File: config.mk
export PLATFORM = sky130hd
export DESIGN_NAME = fifo_burst_reader
export DESIGN_NICKNAME = d
export VERILOG_FILES = /design/src/rtl/fifo_burst_reader.sv
export SDC_FILE = /design/constraint.sdc
export NUM_CORES = 1
export LEC_CHECK = 0
export CAP_MARGIN = 20
export CORE_MARGIN = 2
export CORE_UTILIZATION = 43
export DETAILED_ROUTE_END_ITERATION = 7
export GPL_TIMING_DRIVEN = 0
export PLACE_DENSITY = 0.67
export SKIP_LAST_GASP = 1
export SYNTH_ARGS = -nofsm -noshare
export SYNTH_HDL_FRONTEND = slang
export SYNTH_SLANG_ARGS = --single-unit
File: constraint.sdc
create_clock -name clk -period 4.7 [get_ports clk]
set_clock_uncertainty 0.2 [all_clocks]
set_input_delay 1.41 -clock clk [delete_from_list [all_inputs] [get_ports clk]]
set_output_delay 1.41 -clock clk [all_outputs]
set_load 0.005 [all_outputs]
File: src/rtl/fifo_burst_reader.sv
// ---------------------------------------------------------------------------
// fifo_burst_reader
//   Read-side master for a sync_fifo-style buffer. Pops words from the FIFO
//   (registered read data, valid one cycle after the pop) and presents them on
//   a valid/ready stream in bursts. m_last marks the final beat of each burst.
//   A 2-entry output buffer keeps 1 word/cycle flowing under continuous
//   m_ready.
//
//   A burst starts from IDLE when fifo_count >= BURST_LEN (length BURST_LEN),
//   or on a flush pulse with fifo_count != 0 (length = fifo_count that cycle).
//
//   Optional feature macro: FIFO_RD_AUTOFLUSH_EN
//     defined   : after TIMEOUT idle cycles with words waiting and no trigger,
//                 an internal flush is raised.
//     undefined : only threshold or an external flush start a burst.
//
// Ports
//   clk         in   clock, rising edge
//   reset_n     in   asynchronous active-low reset
//   fifo_rd_en  out  pop request to FIFO (combinational)
//   fifo_data   in   FIFO read data, valid the cycle after an accepted pop
//   fifo_empty  in   FIFO empty flag
//   fifo_count  in   FIFO occupancy
//   flush       in   pulse: send all currently counted words as one burst
//   m_valid     out  output word valid (registered)
//   m_ready     in   consumer ready
//   m_data      out  output word (registered)
//   m_last      out  final beat of burst (registered)
//   busy        out  FSM not IDLE or buffer non-empty (registered)
// ---------------------------------------------------------------------------
module fifo_burst_reader #(
  parameter int unsigned DATA_W    = 4,
  parameter int unsigned CNT_W     = 4,
  parameter int unsigned BURST_LEN = 4,
  parameter int unsigned TIMEOUT   = 16
) (
  input  logic              clk,
  input  logic              reset_n,
  output logic              fifo_rd_en,
  input  logic [DATA_W-1:0] fifo_data,
  input  logic              fifo_empty,
  input  logic [CNT_W-1:0]  fifo_count,
  input  logic              flush,
  output logic              m_valid,
  input  logic              m_ready,
  output logic [DATA_W-1:0] m_data,
  output logic              m_last,
  output logic              busy
);

  typedef enum logic [1:0] {
    IDLE,
    ISSUE,
    DRAIN
  } state_e;

  localparam logic [CNT_W-1:0] BURST_LEN_C = CNT_W'(BURST_LEN);

  state_e              state_q, state_d;
  logic [CNT_W-1:0]    len_q, len_d;
  logic [CNT_W-1:0]    issued_q, issued_d;
  logic                inflight_q, inflight_d;
  logic                inflight_last_q, inflight_last_d;

  // Output buffer: slot 0 is the head presented on m_*.
  logic                valid0_q, valid0_d;
  logic                valid1_q, valid1_d;
  logic [DATA_W-1:0]   data0_q, data0_d;
  logic [DATA_W-1:0]   data1_q, data1_d;
  logic                last0_q, last0_d;
  logic                last1_q, last1_d;
  logic                busy_q, busy_d;

  logic                handshake;
  logic [1:0]          level;
  logic                pop_is_last;
  logic                start_burst;
  logic                flush_eff;

`ifdef FIFO_RD_AUTOFLUSH_EN
  localparam int unsigned IDLE_W = $clog2(TIMEOUT + 1);
  localparam logic [IDLE_W-1:0] TIMEOUT_C = IDLE_W'(TIMEOUT);

  logic [IDLE_W-1:0] idle_cnt_q, idle_cnt_d;

  always_comb begin
    flush_eff = flush || (idle_cnt_q == TIMEOUT_C);
  end

  always_comb begin
    idle_cnt_d = '0;
    if (state_q == IDLE && fifo_count != '0 && !start_burst) begin
      idle_cnt_d = idle_cnt_q + 1'b1;
    end
  end

  always_ff @(posedge clk or negedge reset_n) begin
    if (!reset_n) begin
      idle_cnt_q <= '0;
    end else begin
      idle_cnt_q <= idle_cnt_d;
    end
  end
`else
  always_comb begin
    flush_eff = flush;
  end
`endif

  always_comb begin
    handshake   = valid0_q && m_ready;
    // Words that will occupy the buffer once the in-flight read lands and any
    // head handshake this cycle completes; a new pop needs a free slot.
    level       = 2'(valid0_q) + 2'(valid1_q) + 2'(inflight_q) - 2'(handshake);
    fifo_rd_en  = (state_q == ISSUE) && !fifo_empty && (issued_q < len_q) &&
                  (level < 2'd2);
    pop_is_last = (issued_q + 1'b1) == len_q;
    start_burst = (state_q == IDLE) &&
                  ((fifo_count >= BURST_LEN_C) || (flush_eff && fifo_count != '0));
  end

  // FSM next state and burst bookkeeping
  always_comb begin
    state_d         = state_q;
    len_d           = len_q;
    issued_d        = issued_q;
    inflight_d      = fifo_rd_en;
    inflight_last_d = fifo_rd_en && pop_is_last;

    if (fifo_rd_en) begin
      issued_d = issued_q + 1'b1;
    end

    unique case (state_q)
      IDLE: begin
        if (fifo_count >= BURST_LEN_C) begin
          state_d  = ISSUE;
          len_d    = BURST_LEN_C;
          issued_d = '0;
        end else if (flush_eff && fifo_count != '0) begin
          state_d  = ISSUE;
          len_d    = fifo_count;
          issued_d = '0;
        end
      end
      ISSUE: begin
        if (fifo_rd_en && pop_is_last) begin
          state_d = DRAIN;
        end
      end
      DRAIN: begin
        if (handshake && last0_q) begin
          state_d = IDLE;
        end
      end
      default: state_d = IDLE;
    endcase
  end

  // Output buffer: retire the head first, then append the landing read word
  // into the first free slot, so ordering is preserved in one step.
  always_comb begin
    valid0_d = valid0_q;
    valid1_d = valid1_q;
    data0_d  = data0_q;
    data1_d  = data1_q;
    last0_d  = last0_q;
    last1_d  = last1_q;

    if (handshake) begin
      valid0_d = valid1_q;
      data0_d  = data1_q;
      last0_d  = last1_q;
      valid1_d = 1'b0;
      data1_d  = '0;
      last1_d  = 1'b0;
    end

    if (inflight_q) begin
      if (!valid0_d) begin
        valid0_d = 1'b1;
        data0_d  = fifo_data;
        last0_d  = inflight_last_q;
      end else begin
        valid1_d = 1'b1;
        data1_d  = fifo_data;
        last1_d  = inflight_last_q;
      end
    end
  end

  always_comb begin
    busy_d = (state_d != IDLE) || valid0_d || valid1_d;
  end

  always_ff @(posedge clk or negedge reset_n) begin
    if (!reset_n) begin
      state_q         <= IDLE;
      len_q           <= '0;
      issued_q        <= '0;
      inflight_q      <= 1'b0;
      inflight_last_q <= 1'b0;
      valid0_q        <= 1'b0;
      valid1_q        <= 1'b0;
      data0_q         <= '0;
      data1_q         <= '0;
      last0_q         <= 1'b0;
      last1_q         <= 1'b0;
      busy_q          <= 1'b0;
    end else begin
      state_q         <= state_d;
      len_q           <= len_d;
      issued_q        <= issued_d;
      inflight_q      <= inflight_d;
      inflight_last_q <= inflight_last_d;
      valid0_q        <= valid0_d;
      valid1_q        <= valid1_d;
      data0_q         <= data0_d;
      data1_q         <= data1_d;
      last0_q         <= last0_d;
      last1_q         <= last1_d;
      busy_q          <= busy_d;
    end
  end

  assign m_valid = valid0_q;
  assign m_data  = data0_q;
  assign m_last  = last0_q;
  assign busy    = busy_q;

endmodule

After elaboration in Yosys (flattened, before gate mapping):

Cells that the tools add are included.

* bits in registers: 25
* output and inout bits: 8
* logic and storage cells: 65
* bits of input ports: 13

* eq/ne operators: 3
* magnitude comparators: 3
* multiplexer cells: 28
* add/sub/neg operators: 4
* reduce and logical (&&, ||, !) cells: 15

Operators with widths (number)
* two-way mux 4 bit: 12
* two-way mux 1 bit: 11
* two-way mux 2 bit: 4
* logical AND 1 bit: 7
* case mux 2 bit (3 select lines): 1
* adder 4 x 1 -> 4 bit, second input constant: 1
* equality test 4 bit: 1
* greater-or-equal comparator 4 x 3 -> 1 bit, second input constant: 1
* less-than comparator 4 bit: 1
* nonzero test 2 bit: 2
* nonzero test 4 bit: 1
* adder 1 x 1 -> 2 bit: 1
* adder 2 x 1 -> 2 bit: 1
* equality test 2 x 1 -> 1 bit, second input constant: 1
* equality test 2 bit, second input constant: 1
* logical NOT 2 bit: 1
* logical OR 1 bit: 2
* less-than comparator 2 bit, second input constant: 1
* AND reduction 2 bit: 1
* subtractor 2 x 1 -> 2 bit: 1
* logical NOT 1 bit: 1

Depth between registers and ports, before layout:

* depth after elaboration: 11
* mapped depth: 10
* mapped depth without buffers: 9

Worst setup path after synthesis:

Ideal clock, no wire load.

* path type: in2out
* start: input port m_ready
* end: output port fifo_rd_en
* arrival: 3.149 ns
* slack: -0.059 ns
* data required time: 3.090 ns
* cell stages on the path: 10
* buffers on the path: 1
* path through: clkbuf_1 -> nand2_1 -> inv_1 -> ha_1 -> inv_1 -> ha_1 -> a21oi_4 -> xor2_1 -> nand3_1 -> inv_1

* word-level cells in the longest chain between the ends: 4

RTL lines
* from (decl): RTL line 45 `input logic m_ready,`
* logical AND 1 bit: RTL line 111 `handshake = valid0_q && m_ready;`
* subtractor 2 x 1 -> 2 bit: RTL line 114 `level = 2'(valid0_q) + 2'(valid1_q) + 2'(inflight_q) - 2'(handshake);`
* less-than comparator 2 bit: RTL line 116 `(level < 2'd2);`
* logical AND 1 bit: RTL line 115 `fifo_rd_en = (state_q == ISSUE) && !fifo_empty && (issued_q < len_q) &&`
* to (decl): RTL line 39 `output logic fifo_rd_en,`

Every way passes these cells.

Worst setup path in the final report:

Ends and elaborated chain as after synthesis.

==> results <==
- The sequential share of the synthesized area is ~46%.
- Ranked by total cell area, the synthesized netlist is headed by sky130_fd_sc_hd__dfrtp_1, sky130_fd_sc_hd__ha_1, sky130_fd_sc_hd__o21ai_0.
- The start point of the worst min-delay path is len_q[0].
- The clock tree root buffer cell is sky130_fd_sc_hd__clkbuf_4.
- Summed over all nets, the switching power comes to 0.411 mW.
- The total CTS buffers is 3.
- 21 I/O pins were placed.
- The global routing usage summed across all routing layers is ~17%.
- Counting instances in the post-synthesis netlist gives the leading cell types as sky130_fd_sc_hd__dfrtp_1, sky130_fd_sc_hd__o21ai_0, sky130_fd_sc_hd__nand2_1.
- The clock insertion delay at the later pin of the skew report is 0.31 ns.
- The die is roughly 60 um wide.
- The H-tree level count is 1.
- Dividing the detail-routed wire length by the instance count gives around 13 um.
- The flow ran to the end, and the final reports show no timing, DRC or antenna violations.
- The startpoint identified for the worst register-to-register timing path is inflight_q.
- The worst setup path is of the in2out kind.
- The overall routed net length is 2810 um.
- The floorplan step set the die height to between 60 and 70 um.
- The number of buffers added on ports is 19.
- The type of the most critical hold path is reg2reg.
- The number of global-route vias before repair is between 1000 and 1500.
- The type of element launching the critical path is an input port.
- The net count of the mapped netlist is around 160.
- The number of nets at the end of the flow is 187.
- The overall power of the completed layout is 1.04 mW.
- By instance count, the cell type seen most on the critical path is sky130_fd_sc_hd__inv_2.
- After detailed routing, the number of remaining DRC violations is 0.
- Among all cell types in the netlist, the one instantiated most often is sky130_fd_sc_hd__dfrtp_1.
- The detailed router finished its first iteration with 21 violations.
- Setup repair after global routing left no endpoint under its margin.
- The critical path data required time is slightly above 3 ns.
- The largest total area in the synthesized netlist belongs to sky130_fd_sc_hd__dfrtp_1.
- The critical path goes through clkbuf_4, nand2_4, inv_1, ha_1, inv_2, ha_4, a21oi_4, xor2_2, nand3_2, inv_2, clkbuf_2.
- The first global-routing pass estimated about 4700 um of wire.
- The largest fanout of any net on the critical path is 10.
- Across all register-to-register paths, the minimum setup slack is ~2.0 ns.
- The cell count of the worst hold path is 2.
- Summed over all layers, the global routing overflow is 0.
- The area fraction of the dominant cell type after synthesis is between 40% and 50%.
- The remaining antenna violation count after routing is 0.
- The maximum buffer depth of the clock tree is 2.
- The cell depth of the worst flop-to-flop path is 10.
- Dividing total power by cell area gives a power density of roughly 600 mW/mm2.
- Net switching is between 30% and 40% of the power.
- The worst path uses between 90 and 100% of the clock period.
- Across the run, the number of max-cap violations was 0.
- Per report_power, the combinational group accounts for 56.0% of the total.
- The reg-to-reg endpoint is issued_q[3].
- The total count of max-transition violations in the final report is 0.
- The fraction of final layout cells sized beyond drive strength 1 is 14.5%.
- The first detailed-routing pass took 4 iterations.
- The area of the mapped netlist is between 0.001 and 0.0015 mm2.
- The achievable frequency is ~220 MHz.
- The routed layout has 1110 vias.
- Detailed placement ended at an HPWL of between 2000 and 2500 um.
- The most used flip-flop cell after synthesis is sky130_fd_sc_hd__dfrtp_1.
- After floorplanning, the core was divided into 20 placement rows.
- After floorplanning, the core was sized to cover ~0.0030 mm2.
- The die covers between 0.003 and 0.004 mm2.
- The max-slew headroom at the worst pin is 53.4%.
- For the pin with the worst max-slew slack, the measured transition is approximately 0.7 ns.
- The via density per instance is 5.29.
- Each instance of the synthesized netlist takes up on average 9.94 um2.
- In this run, synthesis produced a sequential element count of 25.
- The clock share of power is around 9.1%.
- The starting utilization of the core area is about 45%.
- Setup violations remaining at the end of the flow were counted as 0.
- The distinct cell type count after synthesis is 33.
- The tree built by TritonCTS fans out to 25 sinks.
- The path with the worst hold slack has its endpoint at len_q[0].
- Cell internal power was estimated by the tool at ~0.63 mW.
- The worst ir drop on vdd is ~0.00028 V.
- The synthesized netlist cell count is roughly 140.
- The share of total power in sequential cells is 34.9%.
- From synthesis to final layout, the design area changed by 26.9%.
- Yosys mapped a number of flops with a built-in enable equal to 0.
- The warning count from the yosys run is 0.
- Cells fill about 57% of the core in the end.
- STA puts the critical path data arrival time at 2.94 ns.
- The clock period minus worst slack is between 4 and 5 ns.
- Routability-driven placement finished with a final weighted congestion of between 0.8 and 0.9.
- TritonCTS built the clock tree.
- The maximum number of pins on one net before global-route repair is 15.
- The initial antenna violation count is 0.
- The number of diodes is 0.
- For this run, the slowest stage of the critical path takes approximately 0.27 ns.
- The proportion of register bits with asynchronous set or reset after synthesis is between 90% and 100%.
- The slowest stage of the critical path is the sky130_fd_sc_hd__ha_1 cell.
- STA classifies the critical path endpoint as a primary output.
- For this design the static power due to leakage is 0.755 nW.
- The clock-pin slew on the worst setup and hold paths is 0.13 ns.
- The final-report hold violation count is 0.
[worst max-delay path: cells and delay by family]
family	cells	cell delay (ns)
simple gates	2	0.23
buf+inv	5	0.49
fa+ha+maj	2	0.47
xor+xnor	1	0.19
compound gates	1	0.17
[power by group through the flow]
stage          logic (mW)  clock network, mW  registers, mW
6_report            0.580             0.0941          0.362
4_1_cts             0.553             0.0966          0.363
3_5_place_dp        0.501                  0          0.365
2_1_floorplan       0.351                  0          0.354
3_3_place_gp        0.486                  0          0.363
5_1_grt             0.648              0.108          0.376
[through the flow]
stage,std cells,hold slack [ns],TNS [ns],cell area [um2],setup slack (ns)
floorplan,136,0.250,0,1350,0.00358
global placement,199,0.274,-0.785,1600,-0.785
detailed placement,200,0.288,-0.797,1610,-0.797
CTS,207,0.318,0,1700,0.0348
global route,210,0.358,0,1710,0.0566
finish,210,0.312,0,1710,0.150
[how the worst max path moves through the flow]
stage / from / endpoint
6_report: m_ready / fifo_rd_en
5_1_grt: m_ready / fifo_rd_en
4_1_cts: m_ready / fifo_rd_en
3_5_place_dp: m_ready / fifo_rd_en
3_3_place_gp: m_ready / fifo_rd_en
2_1_floorplan: m_ready / fifo_rd_en
[registers in the layout, indices dropped and copies added, names as in the netlist]
register,count
inflight_q,1
inflight_last_q,1
valid1_q,1
state_q,2
m_last,1
issued_q,4
last1_q,1
len_q,4
m_valid,1
data1_q,4
m_data,4
busy,1
[timing repair]
| action | in CTS | in global routing |
|---|---|---|
| pin swaps | 3 | 2 |
| hold endpoints to repair | 0 | 0 |
| resized for setup | 8 | 3 |
| hold buffers | 0 | 0 |
| gates cloned | 0 | 0 |
| setup buffers | 3 | 3 |
| endpoints found under the setup margin | 1 | 1 |
[layer usage]
layer	up-vias	GRT usage, %	wire [um]
met5	-	0	0
met4	0	3.81	25
met3	4	1.95	59
met2	12	29.5	1410
met1	541	24.1	1310
li1	553	-	-
[layout by cell type (no fill, tap or decap), types with 2 or more instances in the layout]
cell	count
sky130_fd_sc_hd__a21oi_1	2
sky130_fd_sc_hd__a22oi_1	10
sky130_fd_sc_hd__buf_4	6
sky130_fd_sc_hd__clkbuf_1	2
sky130_fd_sc_hd__clkbuf_4	4
sky130_fd_sc_hd__clkdlybuf4s50_1	18
sky130_fd_sc_hd__dfrtp_1	25
sky130_fd_sc_hd__ha_1	6
sky130_fd_sc_hd__inv_1	6
sky130_fd_sc_hd__inv_2	2
sky130_fd_sc_hd__mux2i_1	7
sky130_fd_sc_hd__nand2_1	14
sky130_fd_sc_hd__nand3_1	3
sky130_fd_sc_hd__nand4_1	4
sky130_fd_sc_hd__nor2_1	7
sky130_fd_sc_hd__nor3_1	2
sky130_fd_sc_hd__o21ai_0	16
sky130_fd_sc_hd__o31ai_1	3
sky130_fd_sc_hd__xnor2_1	5
[final cells by class]
cell class	instances	area [um2]
Clock buffer	4	26.3
Fill cell	282	1310
Sequential cell	25	626
Multi-Input combinational cell	99	712
Timing Repair Buffer	26	245
Buffer	3	16.3
Tap cell	44	55.1
Inverter	9	33.8
[cells by family after synthesis]
| family | count (synthesis) | share of synthesized area (%) |
|---|---|---|
| flip-flops | 25 | 46.3 |
| AND/OR/NAND/NOR | 39 | 14.9 |
| multiplexers | 7 | 5.19 |
| buffers and inverters | 12 | 3.43 |
| adder cells (fa/ha/maj) | 7 | 6.48 |
| XOR/XNOR | 7 | 4.54 |
| AO/OA/AOI/OAI | 39 | 19.2 |
(Power assumes the default switching activity.)
